$ cat src/rtl/issue_unit_pkg.sv
// Shared definitions for the issue unit: operation classes, issue-count
// encoding and small classification helpers.
package issue_unit_pkg;

  typedef enum logic [2:0] {
    OP_ALU  = 3'd0,
    OP_MUL  = 3'd1,
    OP_DIV  = 3'd2,
    OP_MEM  = 3'd3,
    OP_BR   = 3'd4,
    OP_PRIV = 3'd5
  } optype_t;

  localparam logic [1:0] ISSUE_NONE = 2'd0;
  localparam logic [1:0] ISSUE_ONE  = 2'd1;
  localparam logic [1:0] ISSUE_TWO  = 2'd2;

  localparam int unsigned REG_AW = 5;
  localparam int unsigned NUM_REGS = 32;

  // Long-latency ops write back out of band and must reserve their dest.
  function automatic logic is_long_lat(input optype_t op);
    return (op == OP_MEM) || (op == OP_MUL) || (op == OP_DIV);
  endfunction

  function automatic logic is_muldiv(input optype_t op);
    return (op == OP_MUL) || (op == OP_DIV);
  endfunction

endpackage

$ cat src/rtl/issue_unit_scoreboard.sv
// Register busy scoreboard: two reservation ports, two writeback clear
// ports, four source read ports and an all-clear flag.
module issue_scoreboard
  import issue_unit_pkg::*;
(
  input  logic              clk,
  input  logic              reset,
  input  logic              flush,
  input  logic              set_a_en,
  input  logic [REG_AW-1:0] set_a_dest,
  input  logic              set_b_en,
  input  logic [REG_AW-1:0] set_b_dest,
  input  logic              clr_a_en,
  input  logic [REG_AW-1:0] clr_a_dest,
  input  logic              clr_b_en,
  input  logic [REG_AW-1:0] clr_b_dest,
  input  logic [REG_AW-1:0] rd_a_r1,
  input  logic [REG_AW-1:0] rd_a_r2,
  input  logic [REG_AW-1:0] rd_b_r1,
  input  logic [REG_AW-1:0] rd_b_r2,
  output logic              busy_a_r1,
  output logic              busy_a_r2,
  output logic              busy_b_r1,
  output logic              busy_b_r2,
  output logic              empty
);

  logic [NUM_REGS-1:0] busy_q;
  logic [NUM_REGS-1:0] busy_d;

  // Clears are applied before sets so a same-edge set/clear leaves the bit set.
  always_comb begin
    busy_d = busy_q;
    if (clr_a_en) busy_d[clr_a_dest] = 1'b0;
    if (clr_b_en) busy_d[clr_b_dest] = 1'b0;
    if (set_a_en) busy_d[set_a_dest] = 1'b1;
    if (set_b_en) busy_d[set_b_dest] = 1'b1;
    busy_d[0] = 1'b0;
  end

  always_ff @(posedge clk) begin
    if (reset || flush) begin
      busy_q <= '0;
    end else begin
      busy_q <= busy_d;
    end
  end

  assign busy_a_r1 = busy_q[rd_a_r1];
  assign busy_a_r2 = busy_q[rd_a_r2];
  assign busy_b_r1 = busy_q[rd_b_r1];
  assign busy_b_r2 = busy_q[rd_b_r2];
  assign empty     = (busy_q == '0);

endmodule

$ cat src/rtl/issue_unit.sv
// Dual-slot in-order issue stage: hazard checks against the scoreboard and
// pairing rules, then registers the issued slots toward execute.
module issue_unit
  import issue_unit_pkg::*;
#(
  parameter int DUAL_ISSUE = 1
) (
  input  logic              clk,
  input  logic              reset,
  input  logic              flush,
  input  logic              i_a_valid,
  input  logic              i_b_valid,
  input  logic [31:0]       i_a_pc,
  input  logic [31:0]       i_b_pc,
  input  optype_t           i_a_optype,
  input  optype_t           i_b_optype,
  input  logic [REG_AW-1:0] i_a_dest,
  input  logic [REG_AW-1:0] i_b_dest,
  input  logic [REG_AW-1:0] i_a_r1,
  input  logic [REG_AW-1:0] i_a_r2,
  input  logic [REG_AW-1:0] i_b_r1,
  input  logic [REG_AW-1:0] i_b_r2,
  input  logic              i_a_src2_is_imm,
  input  logic              i_b_src2_is_imm,
  input  logic              i_a_have_excp,
  input  logic              i_b_have_excp,
  output logic [1:0]        o_size,
  input  logic              ex_stall,
  output logic              ex_a_valid,
  output logic              ex_b_valid,
  output logic [31:0]       ex_a_pc,
  output logic [31:0]       ex_b_pc,
  output optype_t           ex_a_optype,
  output optype_t           ex_b_optype,
  output logic [REG_AW-1:0] ex_a_dest,
  output logic [REG_AW-1:0] ex_b_dest,
  input  logic              wb_a_en,
  input  logic              wb_b_en,
  input  logic [REG_AW-1:0] wb_a_dest,
  input  logic [REG_AW-1:0] wb_b_dest,
  output logic              sb_empty
);

  localparam logic DUAL_EN = (DUAL_ISSUE != 0);

  logic busy_a_r1, busy_a_r2, busy_b_r1, busy_b_r2;
  logic sb_empty_w;
  logic hold;
  logic a_special, b_special;
  logic a_src_ok, b_src_ok;
  logic raw_ab, pair_conflict;
  logic issue_a, issue_b;
  logic set_a_en, set_b_en;

  logic              ex_a_valid_q, ex_a_valid_d;
  logic              ex_b_valid_q, ex_b_valid_d;
  logic [31:0]       ex_a_pc_q, ex_a_pc_d;
  logic [31:0]       ex_b_pc_q, ex_b_pc_d;
  optype_t           ex_a_optype_q, ex_a_optype_d;
  optype_t           ex_b_optype_q, ex_b_optype_d;
  logic [REG_AW-1:0] ex_a_dest_q, ex_a_dest_d;
  logic [REG_AW-1:0] ex_b_dest_q, ex_b_dest_d;

  assign hold = reset || flush;

  always_comb begin
    a_special = (i_a_optype == OP_PRIV) || i_a_have_excp;
    b_special = (i_b_optype == OP_PRIV) || i_b_have_excp;
    a_src_ok  = !busy_a_r1 && (i_a_src2_is_imm || !busy_a_r2);
    b_src_ok  = !busy_b_r1 && (i_b_src2_is_imm || !busy_b_r2);

    raw_ab = (i_a_dest != '0) &&
             ((i_a_dest == i_b_r1) || (!i_b_src2_is_imm && (i_a_dest == i_b_r2)));

    // Only one memory port and one shared mul/div unit downstream.
    pair_conflict = ((i_a_optype == OP_MEM) && (i_b_optype == OP_MEM)) ||
                    (is_muldiv(i_a_optype) && is_muldiv(i_b_optype));

    issue_a = i_a_valid && !ex_stall && !hold && a_src_ok &&
              (!a_special || sb_empty_w);

    issue_b = DUAL_EN && issue_a && i_b_valid && b_src_ok && !b_special &&
              !a_special && (i_a_optype != OP_BR) && !raw_ab && !pair_conflict;

    if (issue_b)      o_size = ISSUE_TWO;
    else if (issue_a) o_size = ISSUE_ONE;
    else              o_size = ISSUE_NONE;

    set_a_en = issue_a && is_long_lat(i_a_optype) && (i_a_dest != '0);
    set_b_en = issue_b && is_long_lat(i_b_optype) && (i_b_dest != '0);
  end

  issue_scoreboard u_sb (
    .clk        (clk),
    .reset      (reset),
    .flush      (flush),
    .set_a_en   (set_a_en),
    .set_a_dest (i_a_dest),
    .set_b_en   (set_b_en),
    .set_b_dest (i_b_dest),
    .clr_a_en   (wb_a_en && !hold),
    .clr_a_dest (wb_a_dest),
    .clr_b_en   (wb_b_en && !hold),
    .clr_b_dest (wb_b_dest),
    .rd_a_r1    (i_a_r1),
    .rd_a_r2    (i_a_r2),
    .rd_b_r1    (i_b_r1),
    .rd_b_r2    (i_b_r2),
    .busy_a_r1  (busy_a_r1),
    .busy_a_r2  (busy_a_r2),
    .busy_b_r1  (busy_b_r1),
    .busy_b_r2  (busy_b_r2),
    .empty      (sb_empty_w)
  );

  always_comb begin
    ex_a_valid_d  = ex_a_valid_q;
    ex_b_valid_d  = ex_b_valid_q;
    ex_a_pc_d     = ex_a_pc_q;
    ex_b_pc_d     = ex_b_pc_q;
    ex_a_optype_d = ex_a_optype_q;
    ex_b_optype_d = ex_b_optype_q;
    ex_a_dest_d   = ex_a_dest_q;
    ex_b_dest_d   = ex_b_dest_q;
    if (!ex_stall) begin
      ex_a_valid_d = issue_a;
      ex_b_valid_d = issue_b;
      if (issue_a) begin
        ex_a_pc_d     = i_a_pc;
        ex_a_optype_d = i_a_optype;
        ex_a_dest_d   = i_a_dest;
      end
      if (issue_b) begin
        ex_b_pc_d     = i_b_pc;
        ex_b_optype_d = i_b_optype;
        ex_b_dest_d   = i_b_dest;
      end
    end
  end

  always_ff @(posedge clk) begin
    if (hold) begin
      ex_a_valid_q <= 1'b0;
      ex_b_valid_q <= 1'b0;
    end else begin
      ex_a_valid_q <= ex_a_valid_d;
      ex_b_valid_q <= ex_b_valid_d;
    end
  end

  // Payload fields are qualified by the valids and need no reset.
  always_ff @(posedge clk) begin
    ex_a_pc_q     <= ex_a_pc_d;
    ex_b_pc_q     <= ex_b_pc_d;
    ex_a_optype_q <= ex_a_optype_d;
    ex_b_optype_q <= ex_b_optype_d;
    ex_a_dest_q   <= ex_a_dest_d;
    ex_b_dest_q   <= ex_b_dest_d;
  end

  assign ex_a_valid  = ex_a_valid_q;
  assign ex_b_valid  = ex_b_valid_q;
  assign ex_a_pc     = ex_a_pc_q;
  assign ex_b_pc     = ex_b_pc_q;
  assign ex_a_optype = ex_a_optype_q;
  assign ex_b_optype = ex_b_optype_q;
  assign ex_a_dest   = ex_a_dest_q;
  assign ex_b_dest   = ex_b_dest_q;
  assign sb_empty    = sb_empty_w;

endmodule
$ cat config.mk
export PLATFORM = sky130hd
export DESIGN_NAME = issue_unit
export DESIGN_NICKNAME = d
export VERILOG_FILES = /design/src/rtl/issue_unit_pkg.sv /design/src/rtl/issue_unit_scoreboard.sv /design/src/rtl/issue_unit.sv
export SDC_FILE = /design/constraint.sdc
export NUM_CORES = 1
export LEC_CHECK = 0
export ABC_AREA = 1
export BUFFER_PORTS_ARGS = -buffer_cell sky130_fd_sc_hd__buf_4
export CAP_MARGIN = 20
export CORE_AREA = 2 2 147 149
export DETAILED_ROUTE_END_ITERATION = 6
export DIE_AREA = 0 0 149 151
export PLACE_DENSITY = 0.54
export SLEW_MARGIN = 40
export SYNTH_ARGS = -nofsm -noshare
export SYNTH_HDL_FRONTEND = slang
export SYNTH_HIERARCHICAL = 1
export SYNTH_SLANG_ARGS = --single-unit
export TNS_END_PERCENT = 100
$ cat constraint.sdc
create_clock -name clk -period 4.3 [get_ports clk]
set_clock_uncertainty 0.2 [all_clocks]
set_input_delay 0.86 -clock clk [delete_from_list [all_inputs] [get_ports clk]]
set_output_delay 0.86 -clock clk [all_outputs]
set_load 0.01 [all_outputs]
### Word-level counts from Yosys, hierarchy flattened

Index checks and enable logic that the tools add are counted.

| storage, ports and cells | value |
|---|---|
| logic and storage cells | 119 |
| bits of input ports | 122 |
| output and inout bits | 85 |
| flip-flop bits (word level) | 114 |

| operators by class | value |
|---|---|
| order comparisons | 12 |
| equal/unequal tests | 11 |
| multiplexer cells | 22 |
| reductions and logical operators | 57 |
| bitwise gates (word level) | 7 |

Operators with widths:

| kind | count |
|---|---|
| 32-bit two-way mux | 4 |
| 32-bit AND | 2 |
| 32-bit NOT | 2 |
| 32-bit OR | 2 |
| 5-bit by 6-bit less-than comparator with 1-bit output (second input constant) | 8 |
| 32-bit logical NOT | 1 |
| 1-bit logical AND | 27 |
| 1-bit binary-select mux with 5-bit select | 4 |
| 1-bit demux with 5-bit select | 4 |
| 5-bit by 1-bit >= comparator with 1-bit output (second input constant) | 4 |
| 1-bit logical OR | 14 |
| 3-bit by 2-bit equality test with 1-bit output (second input constant) | 4 |
| 1-bit logical NOT | 11 |
| 5-bit equality test | 2 |
| 5-bit nonzero test | 2 |
| 1-bit two-way mux | 9 |
| 3-bit by 1-bit equality test with 1-bit output (second input constant) | 2 |
| 3-bit equality test (second input constant) | 2 |
| 2-bit AND reduction | 2 |
| 3-bit inequality test (second input constant) | 1 |
| 2-bit two-way mux | 1 |
| 1-bit NOT | 1 |

### Depth between registers and ports, before layout

Gate-level depths: netlist of run 1.

| depth | value |
|---|---|
| depth in word-level cells | 17 |
| mapped depth | 22 |
| mapped depth without buffers | 20 |

### Cells and area by module

Netlist of run 1, hierarchy kept.

Modules (own cells, without submodules):

| module | sequential area each (um2) | cells each | times used | area an instance (um2) |
|---|---|---|---|---|
| issue_scoreboard | 620.6 | 587 | 1 | 3269.4 |
| issue_unit | 2442.3 | 197 | 1 | 2929.1 |

### Least setup slack after synthesis of run 1

Ideal clock, no wire load.

| timing path | value |
|---|---|
| path type | input port to flip-flop |
| start point | in i_a_r2[0] |
| end point | reg ex_b_dest_q[0], in the netlist ex_b_dest[0] (enable) |
| arrival time | 2.855 ns |
| library setup time | 0.395 ns |
| slack | 0.850 ns |
| stages | 17 |
| buffers on the path | 2 |
| cell sequence | buf_6 clkbuf_4 nand2_1 nand3_1 nand3_1 nand2_1 nand2_1 nand2_1 nand2_1 nand2_1 a21oi_1 nand2_1 nor2_1 nand2_1 nor2_2 nand2_2 inv_1 |

| on the way | value |
|---|---|
| cells in the longest elaborated chain, start to end | 15 |

RTL lines:

| element | RTL line | RTL |
|---|---|---|
| start: declaration | issue_unit.sv:20 | `input logic [REG_AW-1:0] i_a_r2,` |
| 1-bit binary-select mux with 5-bit select | issue_unit_scoreboard.sv:50 | `assign busy_a_r2 = busy_q[rd_a_r2];` |
| 1-bit two-way mux (not written as such) | issue_unit_scoreboard.sv:50 |  |
| net busy_a_r2 | issue_unit.sv:46 | `logic busy_a_r1, busy_a_r2, busy_b_r1, busy_b_r2;` |
| 1-bit logical NOT | issue_unit.sv:69 | `a_src_ok = !busy_a_r1 && (i_a_src2_is_imm \|\| !busy_a_r2);` |
| 1-bit logical OR | issue_unit.sv:69 |  |
| 1-bit logical AND | issue_unit.sv:69 |  |
| 1-bit logical AND (2 in a row) | issue_unit.sv:79 | `issue_a = i_a_valid && !ex_stall && !hold && a_src_ok &&` |
| 1-bit logical AND (4 in a row) | issue_unit.sv:82 | `issue_b = DUAL_EN && issue_a && i_b_valid && b_src_ok && !b_special &&` |
| 1-bit logical AND (3 in a row) | issue_unit.sv:83 | `!a_special && (i_a_optype != OP_BR) && !raw_ab && !pair_conflict;` |
| 2-bit AND reduction (no source line) | n/a |  |
| end signal: assignment | issue_unit.sv:158 | `ex_b_dest_q <= ex_b_dest_d;` |
| end: declaration | issue_unit.sv:62 | `logic [REG_AW-1:0] ex_b_dest_q, ex_b_dest_d;` |

The timed path passes the listed nets, and every way through them passes these cells. The select of a mux whose other input is x is not followed.
A chain may end at the register's enable or synchronous reset.

### Final worst setup path of run 1

| timing path | value |
|---|---|
| start point | in i_a_r2[1] |
| end point | out o_size[0] |

| on the way | value |
|---|---|
| cells in the longest elaborated chain, start to end | 15 |
| elaborated cells between the ends (all ways) | 16 |
| classes of those cells | mux: 4; reduce/logical: 12 |

RTL lines:

| element | RTL line | RTL |
|---|---|---|
| 1-bit binary-select mux with 5-bit select * | issue_unit_scoreboard.sv:50 |  |
| 1-bit two-way mux (not written as such) * | issue_unit_scoreboard.sv:50 |  |
| net busy_a_r2 | issue_unit.sv:46 |  |
| 1-bit logical NOT * | issue_unit.sv:69 |  |
| 1-bit logical OR * | issue_unit.sv:69 |  |
| 1-bit logical AND * | issue_unit.sv:69 |  |
| 1-bit logical AND * (2 in a row) | issue_unit.sv:79 |  |
| 1-bit logical AND (4 in a row) | issue_unit.sv:82 |  |
| 1-bit logical AND (3 in a row) | issue_unit.sv:83 |  |
| 2-bit two-way mux * | issue_unit.sv:85 | `if (issue_b) o_size = ISSUE_TWO;` |
| end: declaration | issue_unit.sv:27 | `output logic [1:0] o_size,` |

The timed path passes the listed nets; every way through them passes the cells marked *. The select of a mux whose other input is x is not followed.

==> impl_metrics.py, run 1 <==
metrics = {
    "timing": {
        "finalCritPeriodShare_pct": 88.2,
        "fin_hold_ws_ps": 275,
        "rsz0062_at_grt": "no",
        "worst_slew_pin_slew_ps": 601,
        "min_period_ps": 3790,
        "max_freq_mhz": 264,
        "relSlewSlack_pct": 59.9,
        "setup_tns_ps": 0,
        "hold_viol_final": 0,
        "setup_viol": 0,
        "maxSlewViolCount": 0,
    },
    "synthesis": {
        "ys_warn_count": 6,
        "synth_top_area_cell": "edfxtp_1",
        "syn_nets": 906,
        "synth_area_leaders": "edfxtp_1, nand2_1, nand3_1, dfxtp_1, inv_1",
        "synth_top_area_share_pct": 38.8,
        "ys_ff_latch": 113,
        "synth_cells": 784,
        "synth_area_per_cell_sq_um": 7.91,
        "seq_area_frac_synth_pct": 49.4,
        "syn_area_sq_um": 6200,
        "synth_cell_types": 29,
    },
    "run": {
        "maxCapViolCount": 0,
    },
    "route": {
        "ant_nets": 0,
        "drt_first_iter_violations": 675,
        "wl_per_cell_um": 17.0,
        "drt_wl_total_mm": 21.7,
        "drc": 0,
        "viasPerCell": 4.94,
        "dr.pass1.iters": 5,
        "vias": 6310,
    },
    "worst_setup_path": {
        "crit_top_cell": "nand2_1",
        "path_cells": "buf_4 > inv_1 > nand3_1 > nand3_1 > nand2_1 > nand2_1 > nand2_1 > nand2_1 > nand2_1 > a21oi_1 > nand2_1 > nor2_1 > nand2_1 > nor2_2 > nand2_2 > inv_2 > nor2_2 > buf_4",
        "worst-path-buf-inv": 4,
        "cp_top_family": "simple AND/OR/NAND/NOR gates",
        "critical_path.slowest_cell": "a21oi_1",
        "setup.worst_path.end_class": "primary output",
        "cp.required_ps": 3240,
        "crit_fanout": 9,
        "slowest_delay_ps": 300,
        "start_kind": "input pin",
        "cp_data_arrival_time_ps": 2730,
        "critical_path_class": "input pin to primary output",
    },
    "power_and_ir_drop": {
        "powerDensity_nw_per_um2": 332,
        "total_power_uw": 2830,
        "ir_drop_v": 0.000263,
        "leakage_uw": 0.00375,
    },
    "clock_tree": {
        "clock-root-buffer": "clkbuf_16",
        "clock-sinks": 113,
        "clock_path_buffers": 2,
        "cts_setup_buffers": 0,
        "cts_tree": "built",
        "cts_resized": 0,
        "clkTransAtPathRegs_ps": 60,
        "cts_made_buffers": 17,
        "ctsHoldBuffers": 0,
        "clk_latency_ps": 410,
        "h-tree-depth": 4,
    },
    "floorplan": {
        "die_h_um": 151,
        "core_sq_um": 20800,
        "fp.dieArea_sq_um": 22500,
        "ioPinCount": 207,
        "fp-row-count": 53,
        "fp.dieW_um": 149,
        "start_util_pct": 29.8,
    },
    "layout": {
        "final_common_cell": "nand2_1",
        "final_nets": 1112,
        "multi_input_area_sq_um": 2570,
        "final_layout_size_suffix_gt1_share_pct": 26.1,
        "layout_common_cells": "nand2_1, buf_4, nand3_1",
        "syn2layout_area_growth_pct": 37.6,
        "seq_area_sq_um": 3060,
        "antennaDiodeCount": 0,
        "design_area_sq_um": 8530,
        "fill_cells": 2205,
        "final_util_pct": 41.0,
    },
    "global_routing": {
        "antenna_found_initial": 0,
        "grt_util_all_layers_pct": 19.2,
        "grt_max_degree": 41,
        "grt_pass1_vias": 5865,
        "grt_pass1_wl_mm": 32.6,
        "grt_overflow_total": 0,
    },
    "hold_path": {
        "worstHoldPathType": "flop to flop",
    },
    "placement": {
        "gp_congestion": 0.890,
        "placed_area_sq_um": 7940,
        "dpl.hpwl_mm": 16.1,
        "port_buffers": 206,
    },
    "outcome": {
        "status": "finished clean",
    },
}
## power breakdown
part	switching, uW	internal, uW	total [uW]
Clock	525	858	1380
Sequential	1.90	1170	1180
Combinational	155	121	276
Total	682	2150	2830
## sequential cells by signal, summed over array words and instances, names as in the netlist
register     count
ex_a_dest        5
ex_a_optype      3
ex_a_pc         32
ex_a_valid       1
ex_b_dest        5
ex_b_optype      3
ex_b_pc         32
ex_b_valid       1
u_sb/busy_q     31
## metrics by stage
step | worst slack, ps | std cells
after floorplan | 850 | 784
after global placement | 528 | 1246
after detailed placement | 517 | 1246
after CTS | 513 | 1278
after global routing | 320 | 1278
final | 509 | 1278
## metal layers
metal / track usage, % / up-vias / part of all wire (%)
li1: - / 3077 / -
met1: 24.6 / 2926 / 42
met2: 32.1 / 270 / 49
met3: 4.01 / 37 / 7.1
met4: 6.67 / 0 / 2.1
met5: 0 / - / 0
## cells by family (layout without fill, tap and decap cells)
logic type	count (synthesis)	after routing	share of synthesized area [%]
simple gates	448	448	31.4
compound gates	94	94	9.93
flops	113	113	49.4
xor+xnor	1	1	0.141
buf+inv	128	347	9.08
## cells in the mapped netlist
cell type / n
a21oi_1: 26
a21oi_2: 1
a22oi_1: 22
a31oi_1: 9
buf_2: 6
buf_4: 1
buf_6: 8
clkbuf_1: 3
clkbuf_4: 3
dfxtp_1: 33
edfxtp_1: 80
inv_1: 99
inv_2: 8
nand2_1: 253
nand2_2: 2
nand3_1: 139
nand3b_1: 1
nand4_1: 4
nor2_1: 19
nor2_2: 3
nor3_1: 13
nor3_2: 4
nor4_1: 7
o211ai_1: 24
o21a_1: 3
o21ai_0: 7
o21ai_2: 2
or2_2: 3
xnor2_1: 1
## tightest hold or removal path, delay by kind of cell, from the launching register on
| kind | cells | cell delay, ps |
|---|---|---|
| AND/OR/NAND/NOR | 1 | 70 |
| AO/OA/AOI/OAI | 1 | 50 |
| flip-flops | 1 | 310 |
## final cells by class
| type | instances | share of cell area [%] |
|---|---|---|
| Clock buffer | 17 | 4.99 |
| Clock inverter | 15 | 1.88 |
| Inverter | 107 | 4.71 |
| Multi-Input combinational cell | 543 | 30.2 |
| Sequential cell | 113 | 35.9 |
| Tap cell | 275 | 4.03 |
| Timing Repair Buffer | 208 | 18.3 |
## path summary, 6_finish.rpt
kind | startpoint | depth (start not counted) | to | slack, ps
worst min register to register | ex_b_valid | 2 | ex_b_valid | 280
worst max register to register | u_sb/busy_q[3] | 19 | u_sb/busy_q[16] | 1150
worst max-delay path | i_a_r2[1] | 18 | o_size[0] | 510
worst min-delay path | ex_b_valid | 2 | ex_b_valid | 280
Note: power is estimated with default switching activity, not from simulation.
==> run 2: changes to the inputs <==
--- a/config.mk
+++ b/config.mk
@@ -5,12 +5,11 @@
 export SDC_FILE = /design/constraint.sdc
 export NUM_CORES = 1
 export LEC_CHECK = 0
-export ABC_AREA = 1
 export BUFFER_PORTS_ARGS = -buffer_cell sky130_fd_sc_hd__buf_4
 export CAP_MARGIN = 20
-export CORE_AREA = 2 2 147 149
+export CORE_AREA = 2 2 143 145
 export DETAILED_ROUTE_END_ITERATION = 6
-export DIE_AREA = 0 0 149 151
+export DIE_AREA = 0 0 145 147
 export PLACE_DENSITY = 0.54
 export SLEW_MARGIN = 40
 export SYNTH_ARGS = -nofsm -noshare
==> run 2 against run 1 <==
  * Via count is 16% lower
  * Register-to-register slack got worse by 460 ps
  * Largest cell class unchanged
  * Power up 1.0%
  * Non-clock buffer count is 9 higher
  * The flow now finishes with violations (DRC)
  * Largest power group unchanged
  * Worst setup slack got worse by 290 ps
  * Critical path depth decreased by 8
  * Global-route usage rose by 0.20 points
  * Highest routed layer unchanged
  * Worst hold slack gained 38 ps
  * Combinational power is 5% lower
  * Cell count decreased by 24%
==> impl_metrics.py, run 2 <==
metrics = {
    "outcome": {
        "status": "finished with violations",
        "violations": "DRC",
    },
    "synthesis": {
        "ys.flop_type": "edfxtp_1",
        "syn_nets": 602,
        "synth_top_area_share_pct": 41.0,
        "synth_cell_types": 48,
        "synth_area_leaders": "edfxtp_1, dfxtp_1, mux2i_1, a222oi_1, a22oi_1",
        "synth_area_per_cell_sq_um": 12.2,
        "ys_ff_latch": 113,
        "synth_top_cells_by_count": "edfxtp_1, nor2_1, a22oi_1, mux2i_1, dfxtp_1",
        "synth_cells": 480,
        "syn_area_sq_um": 5860,
        "seq_area_frac_synth_pct": 52.2,
        "synth_async_sr_flop_share_pct": 0,
        "ys_warn_count": 6,
        "synth_top_area_cell": "edfxtp_1",
        "yosysMostFrequentCell": "edfxtp_1",
        "synth_edf_count": 80,
    },
    "worst_setup_path": {
        "critical_path.slowest_cell": "mux4_2",
        "cp_data_arrival_time_ps": 3020,
        "slowest_delay_ps": 510,
        "cp.required_ps": 3240,
        "crit_fanout": 11,
        "crit_top_cell": "buf_4",
        "start_kind": "input pin",
        "setup.worst_path.end_class": "primary output",
        "critical_path_class": "input pin to primary output",
        "path_cells": "buf_4 > mux4_2 > nand2b_4 > o211ai_1 > nand4_1 > nor4b_1 > nand3_1 > a2111oi_4 > buf_4 > buf_4",
    },
    "placement": {
        "placed_area_sq_um": 7700,
        "dp_slack_ps": 33.6,
        "gp_congestion": 0.940,
        "port_buffers": 206,
        "dpl.hpwl_mm": 15.7,
    },
    "route": {
        "wl_met1_mm": 8.30,
        "wl_per_cell_um": 21.8,
        "drt_first_iter_violations": 840,
        "viasPerCell": 5.44,
        "vias": 5273,
        "wl_met2_mm": 9.99,
        "ant_nets": 0,
        "routed-wl-met3_mm": 2.17,
        "drt_wl_total_mm": 21.1,
        "dr.pass1.iters": 7,
        "top_layer_used": "met4",
        "drc": 9,
    },
    "timing": {
        "setup_viol": 0,
        "finalCritPeriodShare_pct": 94.8,
        "fin_hold_ws_ps": 313,
        "maxSlewViolCount": 0,
        "min_period_ps": 4080,
        "worst_slew_pin_slew_ps": 644,
        "setup_ws_ps": 222,
        "rsz0062_at_grt": "no",
        "max_freq_mhz": 245,
        "relSlewSlack_pct": 57.0,
        "hold_viol_final": 0,
    },
    "run": {
        "maxCapViolCount": 0,
    },
    "clock_tree": {
        "cts_resized": 0,
        "cts_tree": "built",
        "clkTransAtPathRegs_ps": 50,
        "clock_path_buffers": 2,
        "clk_latency_ps": 410,
        "cts_made_buffers": 17,
        "clock-root-buffer": "clkbuf_16",
        "clock-sinks": 113,
        "h-tree-depth": 4,
    },
    "layout": {
        "final_nets": 811,
        "antennaDiodeCount": 0,
        "syn2layout_area_growth_pct": 41.6,
        "final_common_cell": "buf_4",
        "design_area_sq_um": 8300,
        "layout_common_cells": "buf_4, edfxtp_1, nor2_1",
        "final_layout_size_suffix_gt1_share_pct": 39.6,
    },
    "global_routing": {
        "antenna_found_initial": 0,
        "grt_max_degree": 41,
        "grt_pass1_vias": 5226,
        "grt_util_all_layers_pct": 19.4,
        "grt_pass1_wl_mm": 31.3,
        "grt_overflow_total": 0,
    },
    "floorplan": {
        "fp-row-count": 52,
        "ioPinCount": 207,
        "die_h_um": 147,
        "start_util_pct": 29.5,
        "fp.dieW_um": 145,
        "fp.dieArea_sq_um": 21300,
        "core_sq_um": 19800,
    },
    "power_and_ir_drop": {
        "intPower_uw": 2260,
        "powerDensity_nw_per_um2": 345,
        "leakage_uw": 0.00320,
        "ir_drop_v": 0.000180,
        "p_sw_share_pct": 21.1,
        "p_sw_uw": 604,
        "pwr-share-clk_pct": 49.7,
        "pwr-share-comb_pct": 9.2,
        "p_seq_share_pct": 41.1,
    },
    "hold_path": {
        "worstHoldPathType": "flop to flop",
    },
}
[run 2: changes by cell type after synthesis, sizes merged, moves of 13 or more]
cell    previous run  this run
a21oi             27        14
a222oi             0        31
a22oi             22        39
and3b              0        16
inv              107         7
mux2i              0        36
nand2            255        13
nand3            139        18
nor2              22        52
nor3b              0        16
o211ai            24         4
[run 2: cell families after synthesis]
family	synth area share, %
AOI/OAI and AO/OA	15.0
xor gates and xnor gates	1.49
buffers and inverters	3.48
DFF	52.2
muxes	10.8
and+or+nand+nor	17.0
[run 2: final timing paths]
kind | startpoint | endpoint | slack, ps | cells past startpoint
min | ex_a_valid | ex_a_valid | 310 | 2
max | i_b_r1[1] | o_size[1] | 220 | 10
max reg2reg | u_sb/busy_q[6] | u_sb/busy_q[10] | 690 | 12
min reg2reg | ex_a_valid | ex_a_valid | 310 | 2
[run 2: layout make-up]
class / count / area (sq um)
multi-input cells: 333 / 2640
well taps: 270 / 338
inverters: 7 / 26.3
clock inverters: 12 / 166
fillers: 1948 / 11500
clock buffers: 18 / 429
repair buffers: 217 / 1640
flip-flops and latches: 113 / 3060
[run 2: metrics by stage]
| stage | power (uW) | instances | util (%) | TNS (ps) |
|---|---|---|---|---|
| floorplan | 1320 | 480 | - | -33.3 |
| global placement | 1450 | 940 | 38.8 | 0 |
| detailed placement | 1460 | 940 | 38.8 | 0 |
| CTS | 2890 | 970 | 41.8 | 0 |
| global route | 2960 | 970 | 41.8 | 0 |
| finish | 2860 | 970 | 41.8 | 0 |
[run 2: power by group through the flow]
stage               Combinational, uW  Clock [uW]  Sequential (uW)
floorplan                         113           0             1200
global placement                  253           0             1200
detailed placement                260           0             1200
CTS                               261        1450             1180
global route                      283        1500             1180
finish                            263        1420             1180
[run 2: layer usage]
layer | track usage (%) | vias to the layer above
met3 | 6.15 | 58
met2 | 31.3 | 349
met1 | 24.2 | 2499
met4 | 7.82 | 0
met5 | 0 | -
li1 | - | 2367
[run 2: critical path: cells and delay by family]
kind | cells | cell delay [ps]
AND/OR/NAND/NOR | 4 | 780
multiplexers | 1 | 510
buffers and inverters | 3 | 460
AO/OA/AOI/OAI | 2 | 390
[run 2: timing repair]
item                                    in CTS  in global routing
endpoints found under the setup margin       0                  2
setup buffers                                0                  0
hold buffers                                 0                  0
==> run 3: changes to the inputs <==
--- a/config.mk
+++ b/config.mk
@@ -8,6 +8,7 @@
 export BUFFER_PORTS_ARGS = -buffer_cell sky130_fd_sc_hd__buf_4
 export CAP_MARGIN = 20
 export CORE_AREA = 2 2 143 145
+export CTS_BUF_LIST = sky130_fd_sc_hd__clkbuf_8
 export DETAILED_ROUTE_END_ITERATION = 6
 export DIE_AREA = 0 0 145 147
 export PLACE_DENSITY = 0.54
==> constraint.sdc (replaced) <==
create_clock -name clk -period 4 [get_ports clk]
set_clock_uncertainty 0.2 [all_clocks]
set_input_delay 0.8 -clock clk [delete_from_list [all_inputs] [get_ports clk]]
set_output_delay 0.8 -clock clk [all_outputs]
set_load 0.01 [all_outputs]
==> run 3 against run 2 <==
  * The run still ends with DRC left
  * Sequential share of layout area rose by 0.24 points
  * Global-route usage is 0.30 points higher
  * Critical path depth is the same
  * Worst setup slack got worse by 160 ps
  * Combinational power is 11% higher
  * First-iteration DRC count grew 8.6%
  * Cell count grew 1.4%
  * Critical path type unchanged
==> impl_metrics.py, run 3 (synthesis results as in run 2) <==
metrics = {
    "outcome": {
        "status": "finished with violations",
        "violations": "DRC",
    },
    "global_routing": {
        "grt_pass1_vias": 5233,
        "grt_pass1_wl_mm": 32.0,
        "grt_util_all_layers_pct": 19.6,
        "grt_max_degree": 33,
        "antenna_found_initial": 0,
        "grt_overflow_total": 0,
    },
    "timing": {
        "rsz0062_at_grt": "yes",
        "hold_viol_final": 0,
        "setup_tns_ps": 0,
        "max_freq_mhz": 254,
        "relSlewSlack_pct": 59.8,
        "finalCritPeriodShare_pct": 98.4,
        "fin_hold_ws_ps": 316,
        "setup_viol": 0,
        "min_period_ps": 3940,
        "maxSlewViolCount": 0,
        "worst_slew_pin_slew_ps": 601,
    },
    "layout": {
        "syn2layout_area_growth_pct": 40.9,
        "final_nets": 823,
        "final_util_pct": 41.6,
        "layout_common_cells": "buf_4, edfxtp_1, nor2_1",
        "final_layout_size_suffix_gt1_share_pct": 42.6,
        "fill_cells": 1875,
        "antennaDiodeCount": 0,
        "final_common_cell": "buf_4",
    },
    "placement": {
        "port_buffers": 206,
        "dpl.hpwl_mm": 16.0,
        "gp_congestion": 0.920,
    },
    "route": {
        "vias": 5347,
        "wl_per_cell_um": 21.6,
        "drt_wl_total_mm": 21.2,
        "drc": 5,
        "ant_nets": 0,
        "dr.pass1.iters": 7,
        "viasPerCell": 5.43,
        "drt_first_iter_violations": 912,
    },
    "clock_tree": {
        "cts_made_buffers": 17,
        "clock-sinks": 113,
        "h-tree-depth": 4,
        "cts_tree": "built",
        "clkTransAtPathRegs_ps": 70,
        "clk_latency_ps": 440,
        "clock_path_buffers": 2,
        "clock-root-buffer": "clkbuf_8",
    },
    "floorplan": {
        "fp.dieArea_sq_um": 21300,
        "ioPinCount": 207,
        "core_sq_um": 19800,
        "start_util_pct": 29.5,
        "fp-row-count": 52,
        "die_h_um": 147,
        "fp.dieW_um": 145,
    },
    "hold_path": {
        "worstHoldPathCells": 2,
        "hold_path_startpoint": "ex_a_valid",
        "hold_end": "ex_a_valid",
        "worstHoldPathType": "flop to flop",
    },
    "worst_setup_path": {
        "setup.worst_path.end_class": "primary output",
        "critical_path.slowest_cell": "mux4_2",
        "slowest_delay_ps": 500,
        "reg2reg_depth": 12,
        "path_cells": "buf_4 > mux4_2 > nand2b_4 > o2111ai_2 > nand4_1 > nor4b_2 > nand3_2 > a2111oi_4 > buf_4 > buf_6",
        "reg2reg_from": "u_sb/busy_q[20]",
        "crit_top_cell": "buf_4",
        "cp_data_arrival_time_ps": 2940,
        "r2r_end": "u_sb/busy_q[11]",
        "cp.required_ps": 3000,
        "r2r_setup_slack_ps": 400,
        "critical_path_class": "input pin to primary output",
        "start_kind": "input pin",
        "crit_fanout": 4,
    },
    "run": {
        "maxCapViolCount": 0,
    },
    "power_and_ir_drop": {
        "total_power_uw": 2680,
        "ir_drop_v": 0.000137,
        "powerDensity_nw_per_um2": 324,
        "leakage_uw": 0.00318,
    },
}
-- run 3: changes by cell type in the layout (fill, tap and decap cells not counted), moves of 3 or more --
cell | before | now
dfxtp_1 | 33 | 28
buf_6 | 0 | 3
clkbuf_16 | 17 | 0
buf_4 | 216 | 225
dfxtp_2 | 0 | 5
clkbuf_8 | 0 | 17
-- run 3: worst max-delay path by stage --
stage	cells after the start	from	to	slack (ps)
after floorplan	8	i_b_r1[1]	ex_b_dest[0]	-240
after global routing	11	i_a_r1[1]	o_size[1]	-80
final	10	i_b_r1[0]	o_size[1]	60
after CTS	10	u_sb/busy_q[7]	o_size[0]	70
after detailed placement	13	i_b_r1[0]	u_sb/busy_q[11]	-110
after global placement	14	i_a_r2[0]	u_sb/busy_q[3]	-60
-- run 3: routing by layer --
layer	global-route usage, %	up-vias	part of all wire (%)
li1	-	2390	-
met1	24.5	2555	39
met2	32.1	357	48
met3	5.75	45	9.6
met4	8.12	0	2.8
met5	0	-	0
-- run 3: layout make-up --
cell class | count | area [sq um] | area share, %
well taps | 270 | 338 | 4.09
repair buffers | 229 | 1740 | 21.1
multi-input cells | 333 | 2670 | 32.3
flip-flops and latches | 113 | 3070 | 37.1
inverters | 7 | 26.3 | 0.318
clock buffers | 17 | 234 | 2.83
clock inverters | 15 | 181 | 2.20
-- run 3: timing repair --
action | CTS | global route
endpoints found under the setup margin | 2 | 2
buffers inserted | 0 | 1
pin swaps | 1 | 7
gates resized for setup | 0 | 14
hold buffers | 0 | 0
-- run 3: worst max-delay path, delay by kind of cell --
| family | cells | cell delay (ps) |
|---|---|---|
| simple gates | 4 | 730 |
| mux | 1 | 500 |
| compound gates | 2 | 480 |
| buf+inv | 3 | 410 |
-- run 3: where the power goes --
group	switching, uW	total [uW]	internal (uW)
logic	144	291	147
registers	2.36	1260	1260
clock network	503	1120	622
total	649	2680	2030
-- run 3: through the flow --
step                      worst slack (ps)  instance area [sq um]  instances
final                                 62.6                   8260        984
after global routing                 -79.4                   8260        984
after CTS                             67.8                   8200        983
after detailed placement              -114                   7790        951
after global placement               -57.5                   7790        951
after floorplan                       -241                   5910        480
